`src/rtl/ncm_pkg.sv`:
```
// Shared types and constants for the multi-channel NLFSR challenge engine.
package ncm_pkg;

  // Mix phase length is MIX_MULT * CW NLFSR steps.
  localparam int unsigned MIX_MULT = 2;

  typedef enum logic [3:0] {
    StIdle,
    StLoad,
    StGuard,
    StMix,
    StFlush,
    StEval,
    StWait,
    StOut,
    StDone
  } ncm_state_e;

  typedef struct packed {
    int unsigned a;
    int unsigned b;
    int unsigned c;
  } ncm_taps_t;

  // Feedback taps per register width; 56 is the characterised width.
  function automatic ncm_taps_t ncm_taps(input int unsigned cw);
    ncm_taps_t t;
    if (cw == 56) begin
      t.a = 38;
      t.b = 19;
      t.c = 7;
    end else begin
      t.a = (cw * 2) / 3;
      t.b = cw / 3;
      t.c = cw / 8;
    end
    return t;
  endfunction

endpackage

```
`src/rtl/ncm_nlfsr_p.sv`:
```
// Nonlinear feedback shift register: parallel load has priority over stepping.
module ncm_nlfsr_p
  import ncm_pkg::*;
#(
  parameter int unsigned CW = 56
) (
  input  logic          clkr,
  input  logic          rst_n,
  input  logic          load,
  input  logic          step,
  input  logic [CW-1:0] data,
  output logic [CW-1:0] state
);

  localparam ncm_taps_t   Taps = ncm_taps(CW);
  localparam int unsigned TapA = Taps.a;
  localparam int unsigned TapB = Taps.b;
  localparam int unsigned TapC = Taps.c;

  logic [CW-1:0] s_q, s_d;
  logic          fb;

  // Next state: load, step or hold.
  always_comb begin
    fb  = s_q[CW-1] ^ s_q[TapA] ^ (s_q[TapB] & s_q[TapC]);
    s_d = s_q;
    if (load) begin
      s_d = data;
    end else if (step) begin
      s_d = {s_q[CW-2:0], fb};
    end
  end

  // State register, cleared on reset.
  always_ff @(posedge clkr or negedge rst_n) begin
    if (!rst_n) begin
      s_q <= '0;
    end else begin
      s_q <= s_d;
    end
  end

  assign state = s_q;

endmodule

```
`src/rtl/ncm_engine.sv`:
```
// Multi-channel PUF challenge engine: seeds/whitens an NLFSR, drives PUF channels
// through arm/ready/done and majority-votes each channel over repeated evaluations.
// Optional build macro NCM_ENGINE_STABILITY_EN enables per-channel unanimity flags
// and the unstable-response tally (unstable_cnt).
module ncm_engine
  import ncm_pkg::*;
#(
  parameter int unsigned CW   = 56,
  parameter int unsigned NPUF = 2,
  parameter int unsigned RPTW = 4,
  parameter int unsigned CNTW = 8
) (
  input  logic            clkr,
  input  logic            rst_n,
  input  logic            i_go,
  input  logic [CW-1:0]   i_seed,
  input  logic [CW-1:0]   i_key,
  input  logic [CNTW-1:0] i_grd,
  input  logic [RPTW-1:0] i_rpt,
  input  logic [CNTW-1:0] i_chx,
  output logic [CW-1:0]   o_puf_chl,
  output logic            o_puf_arm,
  input  logic            i_puf_ready,
  input  logic            i_puf_done,
  input  logic [NPUF-1:0] i_puf_q,
  output logic [NPUF-1:0] o_resp,
  output logic [NPUF-1:0] o_stable,
  output logic            o_valid,
  input  logic            i_ready,
  output logic            o_done,
  output logic [CW-1:0]   o_state
);

  localparam int unsigned MixLen = MIX_MULT * CW;
  localparam int unsigned MixW   = $clog2(MixLen) + 1;
  localparam int unsigned CycW   = (MixW > CNTW) ? MixW : CNTW;

  localparam logic signed [RPTW:0] AccOne  = 1;
  localparam logic signed [RPTW:0] AccZero = 0;

  ncm_state_e             state_q, state_d;
  logic [CycW-1:0]        cyc_q, cyc_d;
  logic [RPTW-1:0]        rpt_q, rpt_d;
  logic [CNTW-1:0]        run_q, run_d;
  logic                   arm_q, arm_d;
  logic signed [RPTW:0]   accm_q [NPUF];
  logic signed [RPTW:0]   accm_d [NPUF];
  logic                   nl_load, nl_step;
  logic [CW-1:0]          nl_state;
  logic [RPTW-1:0]        rpt_max;
  logic [CNTW-1:0]        chx_max;

  assign rpt_max = (i_rpt == '0) ? RPTW'(1) : i_rpt;
  assign chx_max = (i_chx == '0) ? CNTW'(1) : i_chx;

  ncm_nlfsr_p #(
    .CW(CW)
  ) u_nlfsr (
    .clkr  (clkr),
    .rst_n (rst_n),
    .load  (nl_load),
    .step  (nl_step),
    .data  (i_seed ^ i_key),
    .state (nl_state)
  );

  // Sequencer next-state, counters and vote accumulation.
  always_comb begin
    state_d = state_q;
    cyc_d   = cyc_q;
    rpt_d   = rpt_q;
    run_d   = run_q;
    arm_d   = arm_q;
    accm_d  = accm_q;
    nl_load = 1'b0;
    nl_step = 1'b0;
    unique case (state_q)
      StIdle: begin
        if (i_go) state_d = StLoad;
      end
      StLoad: begin
        nl_load = 1'b1;
        cyc_d   = '0;
        run_d   = '0;
        state_d = (i_grd == '0) ? StMix : StGuard;
      end
      StGuard: begin
        nl_step = 1'b1;
        if ((cyc_q + CycW'(1)) == CycW'(i_grd)) begin
          cyc_d   = '0;
          state_d = StMix;
        end else begin
          cyc_d = cyc_q + CycW'(1);
        end
      end
      StMix: begin
        nl_step = 1'b1;
        if (cyc_q == CycW'(MixLen - 1)) begin
          cyc_d   = '0;
          state_d = StFlush;
        end else begin
          cyc_d = cyc_q + CycW'(1);
        end
      end
      StFlush: begin
        nl_step = 1'b1;
        rpt_d   = '0;
        for (int unsigned k = 0; k < NPUF; k++) accm_d[k] = AccZero;
        if (cyc_q == CycW'(CW - 1)) begin
          cyc_d   = '0;
          state_d = StEval;
        end else begin
          cyc_d = cyc_q + CycW'(1);
        end
      end
      StEval: begin
        if (i_puf_ready) begin
          arm_d   = 1'b1;
          rpt_d   = rpt_q + RPTW'(1);
          state_d = StWait;
        end
      end
      StWait: begin
        if (i_puf_done) begin
          arm_d = 1'b0;
          for (int unsigned k = 0; k < NPUF; k++) begin
            accm_d[k] = i_puf_q[k] ? (accm_q[k] + AccOne) : (accm_q[k] - AccOne);
          end
          state_d = (rpt_q == rpt_max) ? StOut : StEval;
        end
      end
      StOut: begin
        if (i_ready) begin
          run_d   = run_q + CNTW'(1);
          state_d = ((run_q + CNTW'(1)) == chx_max) ? StDone : StFlush;
        end
      end
      StDone: begin
        if (!i_go) state_d = StIdle;
      end
      default: state_d = StIdle;
    endcase
    // Abort: drop to idle, keep NLFSR contents.
    if (!i_go && (state_q != StIdle) && (state_q != StDone)) begin
      state_d = StIdle;
      arm_d   = 1'b0;
      nl_load = 1'b0;
      nl_step = 1'b0;
    end
  end

  // Sequencer state and datapath registers.
  always_ff @(posedge clkr or negedge rst_n) begin
    if (!rst_n) begin
      state_q <= StIdle;
      cyc_q   <= '0;
      rpt_q   <= '0;
      run_q   <= '0;
      arm_q   <= 1'b0;
      for (int unsigned k = 0; k < NPUF; k++) accm_q[k] <= AccZero;
    end else begin
      state_q <= state_d;
      cyc_q   <= cyc_d;
      rpt_q   <= rpt_d;
      run_q   <= run_d;
      arm_q   <= arm_d;
      accm_q  <= accm_d;
    end
  end

  // Majority decision per channel; a tie resolves to 0.
  always_comb begin
    o_resp = '0;
    for (int unsigned k = 0; k < NPUF; k++) o_resp[k] = (accm_q[k] > AccZero);
  end

  assign o_puf_chl = nl_state;
  assign o_state   = nl_state;
  assign o_puf_arm = arm_q;
  assign o_valid   = (state_q == StOut);
  assign o_done    = (state_q == StDone);

`ifdef NCM_ENGINE_STABILITY_EN
  logic [NPUF-1:0]  stable;
  logic [RPTW:0]    mag;
  logic [CNTW-1:0]  unstable_cnt, unstable_cnt_d;

  // Unanimity: every evaluation agreed, so |accm| equals the repeat count.
  always_comb begin
    stable = '0;
    mag    = '0;
    for (int unsigned k = 0; k < NPUF; k++) begin
      mag       = (accm_q[k] < AccZero) ? (AccZero - accm_q[k]) : accm_q[k];
      stable[k] = (mag == {1'b0, rpt_max});
    end
  end

  // Saturating tally of accepted responses with any non-unanimous channel.
  always_comb begin
    unstable_cnt_d = unstable_cnt;
    if (state_q == StLoad) begin
      unstable_cnt_d = '0;
    end else if ((state_q == StOut) && i_go && i_ready && !(&stable) &&
                 (unstable_cnt != '1)) begin
      unstable_cnt_d = unstable_cnt + CNTW'(1);
    end
  end

  // Tally register.
  always_ff @(posedge clkr or negedge rst_n) begin
    if (!rst_n) begin
      unstable_cnt <= '0;
    end else begin
      unstable_cnt <= unstable_cnt_d;
    end
  end

  assign o_stable = stable;
`else
  assign o_stable = '1;
`endif

endmodule

```
`config.mk`:
```
export PLATFORM = sky130hd
export DESIGN_NAME = ncm_engine
export DESIGN_NICKNAME = d
export VERILOG_FILES = /design/src/rtl/ncm_pkg.sv /design/src/rtl/ncm_nlfsr_p.sv /design/src/rtl/ncm_engine.sv
export SDC_FILE = /design/constraint.sdc
export NUM_CORES = 1
export LEC_CHECK = 0
export CORE_ASPECT_RATIO = 1.75
export CORE_UTILIZATION = 40
export CTS_CLUSTER_SIZE = 12
export DETAILED_ROUTE_END_ITERATION = 8
export DONT_BUFFER_PORTS = 1
export SYNTH_ARGS = -nofsm -noshare
export SYNTH_HDL_FRONTEND = slang
export SYNTH_SLANG_ARGS = --single-unit
```
`constraint.sdc`:
```
create_clock -name clkr -period 2.1 [get_ports clkr]
set_input_delay 0.63 -clock clkr [delete_from_list [all_inputs] [get_ports clkr]]
set_output_delay 0.63 -clock clkr [all_outputs]
set_load 0.1 [all_outputs]
```
==> flow_summary_export.csv, run 1 <==
group,metric,value,unit
detailed_routing,route.vias.total,5430,
detailed_routing,detail_route.wirelength,17.9,mm
detailed_routing,drt_pass1_iterations,4,
worst_hold_path,timing.hold.worst.class,"in2async",
timing,setup_skew_after_layout,0.0122,ns
cts,cts.reportedPaths.clkPinSlew,0.07,ns
detailed_routing,detailed_route_iter0_violations,145,
die,design.core.area,14900,um^2
detailed_routing,post-route-drc-count,0,
placed_design,hpwlAfterDp,13.6,mm
synthesis,synth_cells,747,
timing,finalCritPeriodShare,101,%
placed_design,port_buffers,0,
pwr,part_of_the_total_power_dissipated_in_the_clock_network,10.7,%
placed_design,pre_cts_slack,-0.0409,ns
synthesis,synth_seq_area_share,37.2,%
global_routing,track_usage,21.8,%
finish,finish.utilization,53.1,%
pwr,cell_internal_power,5.88,mW
synthesis,cells_taking_the_most_area_after_synthesis,"sky130_fd_sc_hd__dfrtp_1 37%, sky130_fd_sc_hd__xnor2_1 10%, sky130_fd_sc_hd__buf_4 7.3%",
status,outcome,"finished with violations",
die,die_footprint,15800,um^2
global_routing,grt_pass1_wl,26.5,mm
pwr,pwr-share-seq,18.8,%
pwr,pnr_total_power,14.7,mW
synthesis,synth_top_flop_cell,"sky130_fd_sc_hd__dfrtp_1",
placed_design,dp_cells,960,
synthesis,synth-simple-area-share,17.7,%
synthesis,xor_and_xnor_fraction_of_the_mapped_netlist_area,12.6,%
pwr,net-switching-power,8.82,mW
placed_design,gp_congestion,0.852,
synthesis,synth_seq_cells,91,
synthesis,synth.cell_area,6130,um^2
timing,timing.fmax,469,MHz
finish,fin_nets,955,
critical_path,critical_path.startpoint_type,"flop",
synthesis,synth_area_per_inst,8.20,um^2
die,floorplan.io_pins,259,
pwr,power.combinational.fraction,70.4,%
detailed_routing,antenna_left,0,
timing,final-max-slew-violation-count,0,
cts,clock_tree.buffer_depth,2,
status,failing_checks,"hold timing, setup timing",
cts,cts_max_level,3,
finish,antennaDiodeCount,0,
die,floorplan.initialDensity,41.1,%
synthesis,yosysWarnings,0,
critical_path,critical_path.endpoint_type,"output pin",
cts,tritoncts,"done",
synthesis,synth_compound_gate_area_share,18.2,%
global_routing,grt_overflow,0,
pwr,power.switching_fraction,60.0,%
timing,hold_viol,23,
critical_path,crit_arrival,1.50,ns
cts,cts_inserted_buffers,9,
synthesis,synthDominantAreaCellType,"sky130_fd_sc_hd__dfrtp_1",
detailed_routing,routed_len_inst,18.0,um
synthesis,synth_cell_type_count,57,
timing,post-route-worst-setup-slack,-0.0314,ns
synthesis,combinational_family_with_the_most_area_after_synthesis,"compound AO/OA/AOI/OAI gates",
critical_path,critPathMaxFanout,4,
finish,num-fill-cells,1380,
global_routing,grt_start_max_net_pins,92,
timing,min_period,2.13,ns
critical_path,rr_worst_depth,8,
cts,clockRootBuffer,"sky130_fd_sc_hd__clkbuf_16",
job,timing.max_cap.violations,0,
cts,tritoncts_num_sinks,91,
pwr,p_per_area,1860,nW/um^2
die,floorplan.rows,59,
pwr,p_leak,3.32,nW
finish,multi_input_comb_area,3310,um^2
detailed_routing,viasPerCell,5.47,
synthesis,yosys.cell_count.top_type,"sky130_fd_sc_hd__dfrtp_1",
die,chipWidth,95.6,um
timing,number_of_setup_violations_in_the_final_report,2,
synthesis,postSynth.asyncResetShare,100,%
finish,post_route_cells_drive_above_1_share,30.5,%
cts,clock_latency_at_the_later_pin_of_the_worst_skew_pair,0.34,ns
timing,fin_worst_hold_slack,-0.00776,ns
timing,rsz0062_at_grt,"true",
finish,sequential_cell_area,2350,um^2
synthesis,leading_post_synthesis_cells_by_instance_count,"91 x sky130_fd_sc_hd__dfrtp_1, 81 x sky130_fd_sc_hd__nand2_1, 80 x sky130_fd_sc_hd__nor2_1",
finish,area.growth.synth_to_final,29.2,%
synthesis,synth_mux_area_share,0.653,%
synthesis,synth-edff-count,0,
synthesis,area_share_of_the_largest_cell_type_after_synthesis,37.2,%
synthesis,yosys.area_share.adder,2.49,%
global_routing,grt_antenna_before_repair,0,
die,dieHeight,166,um
pwr,vdd.ir_drop.worst,1.06,mV
critical_path,path_class,"reg2out",
critical_path,cp_data_required_time,1.47,ns
finish,final-instance-count-excl-fill,992,
global_routing,number_of_global_route_vias_before_repair,5301,
-- repair_timing --
item                                    4_1_cts  5_1_grt
buffers inserted                              6        9
gates resized for setup                       7       45
endpoints found under the hold margin        91       91
pin swaps                                     3       10
endpoints found under the setup margin       10       28
gates cloned                                  0        1
-- worst max-delay path, stage by stage (launching register included) --
cell and delay [ns]:
sky130_fd_sc_hd__dfrtp_1 0.40, sky130_fd_sc_hd__buf_6 0.13, sky130_fd_sc_hd__buf_6 0.12, sky130_fd_sc_hd__nor4_4 0.29
sky130_fd_sc_hd__buf_12 0.22
-- final timing paths --
check	startpoint	endpoint	slack (ns)
max in group asynchronous	rst_n	u_nlfsr.state[44]	1.93
worst max-delay path	state_q[1]	o_done	-0.03
worst min register to register	u_nlfsr.state[16]	u_nlfsr.state[16]	0.54
min in group clkr	i_go	state_q[1]	0.44
worst max register to register	state_q[0]	state_q[1]	-0.01
worst min-delay path	rst_n	u_nlfsr.state[10]	-0.008
-- layer usage --
layer  GRT usage [%]  share of wire [%]  up-vias
met2            39.4                 54      214
met3            7.10                8.4       30
met5               0                  0        -
met1            22.7                 35     2575
li1                -                  -     2611
met4            8.24                2.7        0
-- cell usage in the layout (no fill, tap or decap), types with 5 or more instances in the layout --
| cell type | n |
|---|---|
| sky130_fd_sc_hd__a21o_1 | 5 |
| sky130_fd_sc_hd__o21ai_0 | 44 |
| sky130_fd_sc_hd__xnor2_1 | 72 |
| sky130_fd_sc_hd__nand3_1 | 16 |
| sky130_fd_sc_hd__xor2_1 | 16 |
| sky130_fd_sc_hd__a31oi_1 | 5 |
| sky130_fd_sc_hd__dfrtp_1 | 32 |
| sky130_fd_sc_hd__or3_1 | 5 |
| sky130_fd_sc_hd__inv_1 | 15 |
| sky130_fd_sc_hd__nand4_1 | 6 |
| sky130_fd_sc_hd__dfrtp_2 | 59 |
| sky130_fd_sc_hd__clkbuf_16 | 10 |
| sky130_fd_sc_hd__o32ai_2 | 6 |
| sky130_fd_sc_hd__buf_12 | 45 |
| sky130_fd_sc_hd__nor3_1 | 9 |
| sky130_fd_sc_hd__nor2_1 | 75 |
| sky130_fd_sc_hd__ha_1 | 7 |
| sky130_fd_sc_hd__and3_1 | 6 |
| sky130_fd_sc_hd__o21ai_1 | 43 |
| sky130_fd_sc_hd__a21oi_1 | 65 |
| sky130_fd_sc_hd__buf_4 | 93 |
| sky130_fd_sc_hd__nand2_1 | 81 |
-- state kept, by name, summed over array words and instances, names as in the netlist --
register / flops
accm_q: 10
cyc_q: 8
state_q: 4
run_q: 8
rpt_q: 4
u_nlfsr.state: 56
o_puf_arm: 1
-- kinds of logic after synthesis --
logic type / Yosys count
muxes: 4
DFF: 91
buffers and inverters: 116
AOI/OAI and AO/OA: 197
and+or+nand+nor: 239
xor gates and xnor gates: 88
adders and majority gates: 11
other: 1
-- power by group through the flow --
stage	Clock, mW	Sequential, mW	Combinational (mW)
detailed placement	0	2.81	10.0
global route	1.69	2.83	10.8
finish	1.58	2.77	10.4
floorplan	0	5.14	5.48
global placement	0	2.79	9.94
CTS	1.64	2.77	10.1
-- area by class of cell --
cell class	instances	share of cell area, %
Clock inverter	5	0.553
Multi-Input combinational cell	541	41.8
Inverter	17	0.806
Tap cell	183	2.89
Timing Repair Buffer	144	21.1
Sequential cell	91	29.7
Clock buffer	11	3.07
-- stage by stage --
step	area [um^2]	setup TNS [ns]
finish	7920	-0.0402
global placement	7380	0
detailed placement	7380	-0.124
global route	7920	-0.789
floorplan	6180	-0.181
CTS	7740	-0.00191
Power figures use the tool's default switching activity.
==> run 2, diff against run 1 <==
- CORE_UTILIZATION: 40 -> 50
- CTS_BUF_LIST: default -> sky130_fd_sc_hd__clkbuf_2
- PLACE_DENSITY: default -> 0.68
==> run 2 against run 1 <==
- the flow still finishes with violations (hold timing, setup timing)
- combinational power up 9%
- setup slack worse by 0.22 ns
- power increased by 1.3%
- clock-buffer cell count stayed put
- critical path depth rose by 1
- clock power fell by 48%
==> flow_summary_export.csv, run 2 (synthesis results as in run 1) <==
group,metric,value,unit
pwr,pnr_total_power,14.9,mW
timing,timing.fmax,425,MHz
critical_path,slowest_delay,0.46,ns
detailed_routing,detailed_route_iter0_violations,318,
cts,cts.reportedPaths.clkPinSlew,0.28,ns
die,die_footprint,12700,um^2
pwr,vdd.ir_drop.worst,1.23,mV
die,floorplan.rows,53,
placed_design,gp_congestion,0.879,
pwr,p_leak,3.47,nW
critical_path,path_cells,"buf_4, nand2_2, buf_4, nor2_4, buf_12",
critical_path,timing.critical_path.mode_cell,"sky130_fd_sc_hd__buf_4",
detailed_routing,detail_route.wirelength,19.5,mm
detailed_routing,post-route-drc-count,0,
finish,layout.cells.most_common,"sky130_fd_sc_hd__buf_4",
global_routing,grt_overflow,0,
die,dieHeight,148,um
finish,area.growth.synth_to_final,37.9,%
finish,finish.utilization,70.4,%
worst_hold_path,timing.hold.worst.class,"in2async",
timing,max_slew.worst_pin.slew,0.698,ns
global_routing,number_of_global_route_vias_before_repair,5580,
die,floorplan.initialDensity,51.1,%
status,failing_checks,"hold timing, setup timing",
detailed_routing,routed_len_inst,19.7,um
critical_path,critPathMaxFanout,5,
global_routing,grt_start_max_net_pins,92,
timing,relSlewSlack,53.1,%
placed_design,dp_cells,934,
cts,clock_latency_at_the_later_pin_of_the_worst_skew_pair,0.57,ns
cts,tritoncts,"done",
critical_path,critical_path.endpoint_type,"output pin",
placed_design,hpwlAfterDp,13.1,mm
cts,cts_max_level,3,
placed_design,port_buffers,0,
detailed_routing,viasPerCell,5.90,
die,floorplan.io_pins,259,
timing,post-route-worst-setup-slack,-0.251,ns
cts,clock_tree.buffer_depth,2,
job,timing.max_cap.violations,0,
pwr,p_per_area,1760,nW/um^2
timing,rsz0062_at_grt,"true",
timing,final-max-slew-violation-count,0,
timing,final_tns_setup,-2.41,ns
critical_path,path_class,"reg2out",
critical_path,crit_arrival,1.72,ns
finish,fin_nets,974,
cts,tritoncts_num_sinks,91,
detailed_routing,route.vias.total,5868,
cts,clockRootBuffer,"sky130_fd_sc_hd__clkbuf_2",
die,design.core.area,12000,um^2
status,outcome,"finished with violations",
global_routing,grt_pass1_wl,26.9,mm
timing,number_of_setup_violations_in_the_final_report,49,
critical_path,critical-path-slowest-cell,"sky130_fd_sc_hd__dfrtp_1",
critical_path,cp_data_required_time,1.47,ns
timing,setup_skew_after_layout,0.0426,ns
timing,min_period,2.35,ns
cts,cts_inserted_buffers,9,
finish,post_route_cells_drive_above_1_share,40.6,%
detailed_routing,antenna_left,0,
finish,final-instance-count-excl-fill,994,
finish,commonest_cells_after_routing_fill_and_taps_aside,"90 x sky130_fd_sc_hd__buf_4, 79 x sky130_fd_sc_hd__nand2_1, 72 x sky130_fd_sc_hd__xnor2_1",
timing,finalCritPeriodShare,112,%
finish,largest_reg_flops,56,
detailed_routing,drt_pass1_iterations,5,
global_routing,track_usage,27.2,%
critical_path,critical_path.startpoint_type,"flop",
global_routing,grt_antenna_before_repair,1,
timing,hold_viol,91,
die,chipWidth,85.7,um
placed_design,pre_cts_slack,-0.0575,ns
timing,fin_worst_hold_slack,-0.299,ns
==> run 2: report_power, final <==
part / leakage (nW) / internal [mW] / switching, mW
sequential: 1.13 / 2.32 / 0.493
combinational: 2.28 / 3.24 / 8.03
clock: 0.0544 / 0.168 / 0.646
total: 3.47 / 5.73 / 9.17
==> run 2: path summary, 6_finish.rpt <==
check | from | end | slack [ns] | depth (start not counted)
min reg2reg | u_nlfsr.state[38] | u_nlfsr.state[38] | 0.56 | 2
min in group clkr | i_go | state_q[1] | 0.21 | 2
max reg2reg | state_q[1] | state_q[1] | -0.13 | 10
max in group asynchronous | rst_n | u_nlfsr.state[16] | 2.16 | 0
max | state_q[1] | o_valid | -0.25 | 5
min | rst_n | u_nlfsr.state[14] | -0.30 | 0
==> run 2: routing by layer <==
metal	vias to the layer above	GRT usage [%]	wire length, um
met4	0	11.4	606
met1	2833	26.6	6470
met3	52	9.38	1760
li1	2667	-	-
met5	-	0	0
met2	316	50.8	10700
==> run 2: what timing repair did <==
action | 4_1_cts | 5_1_grt
hold endpoints to repair | 91 | 91
setup endpoints to repair | 14 | 56
resized for setup | 24 | 145
pin swaps | 7 | 43
setup buffers | 16 | 15
gates cloned | 0 | 12
==> run 2: final cells by class <==
type / instances / area (um^2)
Antenna cell: 1 / 2.50
Clock buffer: 11 / 55.1
Clock inverter: 5 / 40.0
Fill cell: 809 / 3550
Inverter: 17 / 63.8
Multi-Input combinational cell: 542 / 3690
Sequential cell: 91 / 2350
Tap cell: 165 / 206
Timing Repair Buffer: 162 / 2040
==> run 2: through the flow <==
step	hold slack, ns	area [um^2]
global placement	0.339	7360
detailed placement	0.338	7360
CTS	-0.353	7680
floorplan	0.334	6180
global route	-0.389	8450
finish	-0.299	8450
==> run 2: worst max-delay path: cells and delay by family (launching register included) <==
kind / cells / cell delay [ns]
buffers and inverters: 3 / 0.50
flip-flops: 1 / 0.46
AND/OR/NAND/NOR: 2 / 0.21
==> run 3, diff against run 2 <==
- CTS_CLUSTER_DIAMETER: default -> 40
==> results of run 3 <==
No change in the layout: final DEF, timing and power equal those of run 2.
